## src/rtl/trace_pkg.sv

```systemverilog
// Shared state encoding, sample width and decimation shift helper for the trace capture path.
// Used by trace_writer and trace_decimator; the TRACE_TRIGGER_EN option lives in trace_writer.
package trace_pkg;

  localparam int SAMPLE_W = 9;

  typedef enum logic [1:0] {
    ST_IDLE    = 2'd0,
    ST_ARMED   = 2'd1,
    ST_CAPTURE = 2'd2,
    ST_HOLD    = 2'd3
  } state_t;

  function automatic int decim_shift(input int decim);
    return $clog2(decim);
  endfunction

  localparam int DEFAULT_DECIM = 4;
  localparam int DECIM_SHIFT   = decim_shift(DEFAULT_DECIM);

endpackage

```

## src/rtl/trace_decimator.sv

```systemverilog
// Averages groups of DECIM accepted samples with floor rounding (arithmetic shift of the group sum).
// Latency: out_vld/out_dat register one cycle after a group's last sample; no backpressure, caller gates in_vld.
module trace_decimator
  import trace_pkg::*;
#(
  parameter int DECIM = DEFAULT_DECIM
) (
  input  logic                       clk,
  input  logic                       reset,
  input  logic                       clear,
  input  logic                       in_vld,
  input  logic signed [SAMPLE_W-1:0] in_dat,
  output logic                       grp_last,
  output logic                       out_vld,
  output logic signed [SAMPLE_W-1:0] out_dat
);

  localparam int SHIFT = decim_shift(DECIM);
  localparam int ACC_W = SAMPLE_W + SHIFT;
  localparam int CNT_W = (SHIFT > 0) ? SHIFT : 1;

  // Sum of DECIM samples in [-256*DECIM, 255*DECIM] always fits ACC_W signed bits.
  logic signed [ACC_W-1:0] acc;
  logic signed [ACC_W-1:0] smp_ext;
  logic signed [ACC_W-1:0] sum;
  logic        [CNT_W-1:0] cnt;

  assign smp_ext  = ACC_W'(in_dat);
  assign sum      = acc + smp_ext;
  assign grp_last = in_vld && (cnt == CNT_W'(DECIM - 1));

  always_ff @(posedge clk or posedge reset) begin
    if (reset) begin
      acc     <= '0;
      cnt     <= '0;
      out_vld <= 1'b0;
      out_dat <= '0;
    end else begin
      out_vld <= grp_last;
      if (grp_last) begin
        out_dat <= SAMPLE_W'(sum >>> SHIFT);
      end
      if (clear || grp_last) begin
        acc <= '0;
        cnt <= '0;
      end else if (in_vld) begin
        acc <= sum;
        cnt <= cnt + CNT_W'(1);
      end
    end
  end

endmodule

```

## src/rtl/trace_writer.sv

```systemverilog
// Captures a decimated ECG trace into display RAM, one entry per column; TRACE_TRIGGER_EN adds ARMED with a rising threshold trigger.
// Latency: RAM write one cycle after a group's last sample; sample_ready is low in HOLD and until the first edge after reset.
module trace_writer
  import trace_pkg::*;
#(
  parameter int DEPTH  = 1024,
  parameter int ADDR_W = 10,
  parameter int DECIM  = DEFAULT_DECIM
) (
  input  logic                       clk,
  input  logic                       reset,
  input  logic                       enable,
  input  logic signed [SAMPLE_W-1:0] sample_in,
  input  logic                       sample_valid,
  output logic                       sample_ready,
  input  logic signed [SAMPLE_W-1:0] threshold,
  input  logic                       rearm,
  output logic                       wr_en,
  output logic        [ADDR_W-1:0]   wr_adr,
  output logic signed [SAMPLE_W-1:0] wr_data,
  output logic                       frame_done,
  output logic                       busy
);

  state_t            state;
  state_t            state_nxt;
  logic              out_of_reset;
  logic              xfer;
  logic              trig;
  logic              acc_vld;
  logic              acc_clr;
  logic              grp_last;
  logic              last_entry;
  logic              capture_entry;
  logic [ADDR_W-1:0] adr_pend;

  assign xfer = sample_valid && sample_ready;

`ifdef TRACE_TRIGGER_EN
  localparam state_t START_ST = ST_ARMED;

  logic signed [SAMPLE_W-1:0] prev;
  logic                       have_prev;

  // prev is only meaningful once a sample has been seen in the current ARMED visit.
  always_ff @(posedge clk or posedge reset) begin
    if (reset) begin
      prev      <= '0;
      have_prev <= 1'b0;
    end else if (state != ST_ARMED) begin
      have_prev <= 1'b0;
    end else if (xfer) begin
      prev      <= sample_in;
      have_prev <= 1'b1;
    end
  end

  assign trig = (state == ST_ARMED) && xfer && have_prev &&
                (prev < threshold) && (sample_in >= threshold);
`else
  localparam state_t START_ST = ST_CAPTURE;

  logic unused_threshold;
  assign unused_threshold = ^threshold;
  assign trig             = 1'b0;
`endif

  // The trigger sample already belongs to the first group.
  assign acc_vld = enable && xfer && ((state == ST_CAPTURE) || trig);
  assign acc_clr = !enable || ((state != ST_CAPTURE) && !trig);

  trace_decimator #(
    .DECIM (DECIM)
  ) u_decim (
    .clk      (clk),
    .reset    (reset),
    .clear    (acc_clr),
    .in_vld   (acc_vld),
    .in_dat   (sample_in),
    .grp_last (grp_last),
    .out_vld  (wr_en),
    .out_dat  (wr_data)
  );

  // Address the group completing now will land on, counting a write already in flight.
  assign adr_pend      = wr_adr + ADDR_W'(wr_en);
  assign last_entry    = (state == ST_CAPTURE) && grp_last && (adr_pend == ADDR_W'(DEPTH - 1));
  assign capture_entry = (state_nxt == ST_CAPTURE) && (state != ST_CAPTURE);
  assign frame_done    = wr_en && (wr_adr == ADDR_W'(DEPTH - 1));

  always_ff @(posedge clk or posedge reset) begin
    if (reset) begin
      state        <= ST_IDLE;
      out_of_reset <= 1'b0;
    end else begin
      state        <= state_nxt;
      out_of_reset <= 1'b1;
    end
  end

  always_comb begin
    state_nxt = state;
    if (!enable) begin
      state_nxt = ST_IDLE;
    end else begin
      case (state)
        ST_IDLE:    state_nxt = START_ST;
        ST_ARMED:   if (trig) state_nxt = ST_CAPTURE;
        ST_CAPTURE: if (last_entry) state_nxt = ST_HOLD;
        ST_HOLD:    if (rearm) state_nxt = START_ST;
        default:    state_nxt = ST_IDLE;
      endcase
    end
  end

  always_comb begin
    sample_ready = 1'b0;
    busy         = 1'b0;
    case (state)
      ST_IDLE: sample_ready = out_of_reset;
      ST_ARMED, ST_CAPTURE: begin
        sample_ready = out_of_reset;
        busy         = 1'b1;
      end
      default: ;
    endcase
  end

  always_ff @(posedge clk or posedge reset) begin
    if (reset) begin
      wr_adr <= '0;
    end else if (capture_entry) begin
      wr_adr <= '0;
    end else if (wr_en) begin
      wr_adr <= wr_adr + ADDR_W'(1);
    end
  end

endmodule

```

## config.mk

```make
export PLATFORM = sky130hd
export DESIGN_NAME = trace_writer
export DESIGN_NICKNAME = d
export VERILOG_FILES = /design/src/rtl/trace_pkg.sv /design/src/rtl/trace_decimator.sv /design/src/rtl/trace_writer.sv
export SDC_FILE = /design/constraint.sdc
export NUM_CORES = 1
export LEC_CHECK = 0
export BUFFER_PORTS_ARGS = -buffer_cell sky130_fd_sc_hd__clkbuf_2
export CELL_PAD_IN_SITES_DETAIL_PLACEMENT = 0
export CELL_PAD_IN_SITES_GLOBAL_PLACEMENT = 1
export CORE_AREA = 5 5 75 77
export CTS_CLUSTER_SIZE = 10
export DETAILED_ROUTE_END_ITERATION = 10
export DIE_AREA = 0 0 80 82
export MAX_ROUTING_LAYER = met4
export PLACE_DENSITY = 0.8
export SYNTH_ARGS = -nofsm -noshare
export SYNTH_HDL_FRONTEND = slang
export SYNTH_SLANG_ARGS = --single-unit
```

## constraint.sdc

```tcl
create_clock -name clk -period 5.9 [get_ports clk]
set_clock_uncertainty 0.1 [all_clocks]
set_input_delay 0.885 -clock clk [delete_from_list [all_inputs] [get_ports clk]]
set_output_delay 0.885 -clock clk [all_outputs]
set_load 0.05 [all_outputs]
```

# Word-level counts from Yosys, hierarchy flattened

Index checks and enable logic that the tools add are counted.
W data, S select, Z words.

Flip-flop bits (word level): 36
Output and inout port bits: 23

$add $sub $neg: 4
Equality and inequality tests: 8
Muxes and demuxes: 12
Reduce and logical (&&, ||, !) cells: 16

Operators with widths:

| kind                    | count |
|---|---|
| $mux W11                | 2 |
| $eq A10 B10 Y1 const B  | 2 |
| $mux W10                | 2 |
| $add A11 B9 Y11         | 1 |
| $add A10 B1 Y10         | 1 |
| $add A10 B1 Y10 const B | 1 |
| $mux W2                 | 5 |
| $eq A2 B2 Y1 const B    | 4 |
| $logic_and A1 B1 Y1     | 8 |
| $pmux W2 S4             | 1 |
| $reduce_bool A2 Y1      | 2 |
| $reduce_or A3 Y1        | 1 |
| $add A2 B1 Y2 const B   | 1 |
| $eq A2 B1 Y1 const B    | 1 |
| $logic_not A2 Y1        | 1 |
| $logic_or A1 B1 Y1      | 2 |
| $mux W1                 | 2 |
| $ne A2 B2 Y1 const B    | 1 |
| $reduce_or A2 Y1        | 1 |
| $logic_not A1 Y1        | 1 |

# Depth between registers and ports, before layout

Depth after elaboration: 15
Depth in mapped cells: 8
Mapped depth without buffers: 8

# By module

From an unflattened synthesis, not the netlist that was laid out.

Cells, all modules: 215
Area total of the unflattened synthesis: 2,185.8 µm²

Modules (own cells, without submodules):

| module          | times used | cells each | area each (µm²) | seq. area each (µm²) |
|---|---|---|---|---|
| trace_decimator | 1          | 122        | 1,331.3         | 575.6 |
| trace_writer    | 1          | 93         | 854.6           | 325.3 |

# Worst setup path after synthesis

OpenSTA, ideal clock, no wires.

Kind: register to output
Start point: reg wr_adr[1]
End point: out frame_done
Arrival time: 2,055 ps
Data required time: 4,915 ps
Path slack: 2,860 ps
Stages on the path, launching flop included: 6
Path through: dfrtp_1 -> ha_1 -> nand3_1 -> nor2_1 -> nand3_1 -> nor2_1

Longest elaborated chain between the ends: 2

RTL lines:

| what                   | line                | source |
|---|---|---|
| start, declared        | trace_writer.sv:19  | `output logic [ADDR_W-1:0] wr_adr,` |
| start signal, assigned | trace_writer.sv:135 | `wr_adr <= wr_adr + ADDR_W'(1);` |
| $eq A10 B10 Y1         | trace_writer.sv:89  | `assign frame_done = wr_en && (wr_adr == ADDR_W'(DEPTH - 1));` |
| $logic_and A1 B1 Y1    | trace_writer.sv:89  |  |
| end, declared          | trace_writer.sv:21  | `output logic frame_done,` |

Every way passes these cells.

# Worst setup path after layout

Same ends and word-level chain as after synthesis.

==> results.sh <==
export IMPL_vdd_drop_max_uv=139
export IMPL_timing_rr_end="u_decim.out_dat[8]$_DFFE_PP0P_"
export IMPL_grt_start_max_net_pins=37
export IMPL_synthCells=202
export IMPL_ys_warn_count=0
export IMPL_clock_sinks=36
export IMPL_yosys_area_top_type="dfrtp_1"
export IMPL_overflow=0
export IMPL_maxCapViolations=0
export IMPL_hold_class="reg -> reg"
export IMPL_diodes=0
export IMPL_max_clock_freq_mhz=355
export IMPL_synth_edf_count=0
export IMPL_fp_dieW_um=80
export IMPL_wirelength_um=4050
export IMPL_drt_first_pass_iters=4
export IMPL_fin_crit_sh_pct=47.8
export IMPL_syn2layout_area_growth_pct=16.0
export IMPL_post_cts_buffers=0
export IMPL_power_density_nw_per_um2=190
export IMPL_ys_seq_area_share_pct=42.4
export IMPL_mostFrequentLayoutCells="clkbuf_2, dfrtp_1, nor2_1"
export IMPL_yosys_area_top_type_share_pct=42.4
export IMPL_drc_errors=0
export IMPL_start_util_pct=42.9
export IMPL_clockBufferDepth=2
export IMPL_drtAntennaViolNets=0
export IMPL_clock_latency_ns=0.28
export IMPL_holdPathStages=2
export IMPL_yosys_top_cells_area="dfrtp_1, ha_1, a22o_1"
export IMPL_cts_resized=0
export IMPL_rsz0062_at_grt="no"
export IMPL_required_ns=4.91
export IMPL_track_usage_pct=14.0
export IMPL_cts_root_buf="clkbuf_8"
export IMPL_hold_viol=0
export IMPL_vias=1604
export IMPL_viasPerCell=5.14
export IMPL_relSlewSlack_pct=29.3
export IMPL_gp_congestion=0.741
export IMPL_core_area_um2=4940
export IMPL_rr_worst_depth=7
export IMPL_r2r_setup_slack_ns=3.49
export IMPL_num_rows=26
export IMPL_hp_start="u_decim.out_dat[2]$_DFFE_PP0P_"
export IMPL_crit_type="reg -> out"
export IMPL_first_global_vias=1514
export IMPL_ios=46
export IMPL_clk_pin_slew_ns=0.07
export IMPL_ys_types=45
export IMPL_num_fill_cells=489
export IMPL_hold_end="u_decim.out_dat[2]$_DFFE_PP0P_"
export IMPL_dieHeight_um=82
export IMPL_fin_setup_tns_ns=0
export IMPL_port_buffers=36
export IMPL_tritoncts="yes"
export IMPL_reg2reg_from="u_decim.acc[0]$_DFFE_PP0P_"
export IMPL_p_leak_uw=0.00125
export IMPL_end_kind="output pin"
export IMPL_syn_cell_area_um2=2120
export IMPL_routedWlPerCell_um=13.0
export IMPL_htreeDepth=2
export IMPL_instances_no_fill=312
export IMPL_fin_crit_ns=2.82
export IMPL_status="completed"
export IMPL_finalSetupViolations=0
export IMPL_antenna_found_initial=0
export IMPL_tightestPinTransition_ns=1.06
export IMPL_critPathMaxFanout=9
export IMPL_die_area_um2=6560
export IMPL_placed_cells=305
export IMPL_async_flop_share_pct=100
export IMPL_dominantRegCellSynth="dfrtp_1"
export IMPL_syn_num_nets=245
export IMPL_drtIter0Drc=72
export IMPL_dp_hpwl_um=3090
export IMPL_crit_path_start_kind="flop"
export IMPL_grt_pass1_wl_um=6950
export IMPL_drive_gt1_share_pct=24.8
export IMPL_synth_seq_cells=36
export IMPL_slew_violations=0
export IMPL_hold_buffers=0
export IMPL_avgSynthCellArea_um2=10.5
export IMPL_cts_buffers_inserted=5
export IMPL_final_nets=285
export IMPL_worstPathArrival_ns=1.83
-- power breakdown --
part	leakage [uW]	internal, uW	switching [uW]
Sequential	0.000497	250	3.08
Combinational	0.000712	20.5	34.3
Clock	0.0000410	80.1	79.2
-- critical path, stage by stage (launching register included) --
cell	delay, ns
dfrtp_1	0.51
ha_1	0.26
nand3_1	0.09
nor2_1	0.18
nand3_1	0.14
nor2_1	0.11
clkbuf_2	0.28
-- area by class of cell --
class | count | area, um^2 | area share [%]
Inverter | 11 | 41.3 | 1.68
Sequential cell | 36 | 901 | 36.6
Multi-Input combinational cell | 150 | 1160 | 47.1
Clock inverter | 1 | 5.00 | 0.203
Timing Repair Buffer | 38 | 195 | 7.92
Clock buffer | 6 | 72.6 | 2.95
Tap cell | 70 | 87.6 | 3.56
-- cells in the mapped netlist, types with 2 or more instances --
master and number:
dfrtp_1 36, nor2_1 22, ha_1 19, a22o_1 12, inv_1 10, nand2_1 10
xnor2_1 10, a21oi_1 8, nand3_1 8, mux2_2 7, xor2_1 7, o21ai_0 5
clkbuf_1 4, nand2b_1 4, nor3_1 4, nand4_1 3, o21bai_1 3, a32o_1 2
o31ai_1 2
-- worst max path at each step --
stage | start | endpoint | slack [ns] | cells past startpoint
global route | wr_adr[1]$_DFFE_PP0P_ | frame_done | 2.91 | 6
CTS | wr_adr[1]$_DFFE_PP0P_ | frame_done | 3.07 | 6
floorplan | wr_adr[1]$_DFFE_PP0P_ | frame_done | 2.86 | 5
finish | wr_adr[1]$_DFFE_PP0P_ | frame_done | 3.08 | 6
detailed placement | sample_in[0] | u_decim.out_dat[8]$_DFFE_PP0P_ | 2.91 | 8
global placement | sample_in[0] | u_decim.out_dat[8]$_DFFE_PP0P_ | 2.91 | 8
-- flip-flops by register name (all words and copies together) (netlist names) --
register	cells
u_decim.acc	11
out_of_reset	1
u_decim.out_vld	1
u_decim.cnt	2
state	2
wr_adr	10
u_decim.out_dat	9
-- layer usage --
metal  GRT usage (%)  wire length, um  up-vias
met3            2.52              176        5
met1            18.4             1970      761
met2            21.6             1850       38
li1                -                -      800
met4            5.57               57        0
met5               -                0        -
-- logic make-up (layout without fill, tap and decap cells) --
family,Yosys count,in the layout,share of synthesized area [%]
AO/OA/AOI/OAI,46,46,17.7
other,1,1,0.177
flip-flops,36,36,42.4
adder cells (fa/ha/maj),20,20,12.1
buffers and inverters,16,56,2.89
XOR/XNOR,17,17,7.01
multiplexers,8,8,4.18
AND/OR/NAND/NOR,58,58,13.4
-- per-stage QoR --
step / setup WS [ns] / utilization, % / hold slack (ns) / cell area, um^2 / total power (uW)
after global placement: 2.91 / 48.3 / 0.383 / 2390 / 313
after CTS: 3.07 / 49.8 / 0.411 / 2460 / 473
after floorplan: 2.86 / - / 0.377 / 2120 / 297
after detailed placement: 2.91 / 48.3 / 0.385 / 2390 / 313
final: 3.08 / 49.8 / 0.405 / 2460 / 467
after global routing: 2.91 / 49.8 / 0.431 / 2460 / 493
No activity file was read; power rests on OpenSTA's default activity.
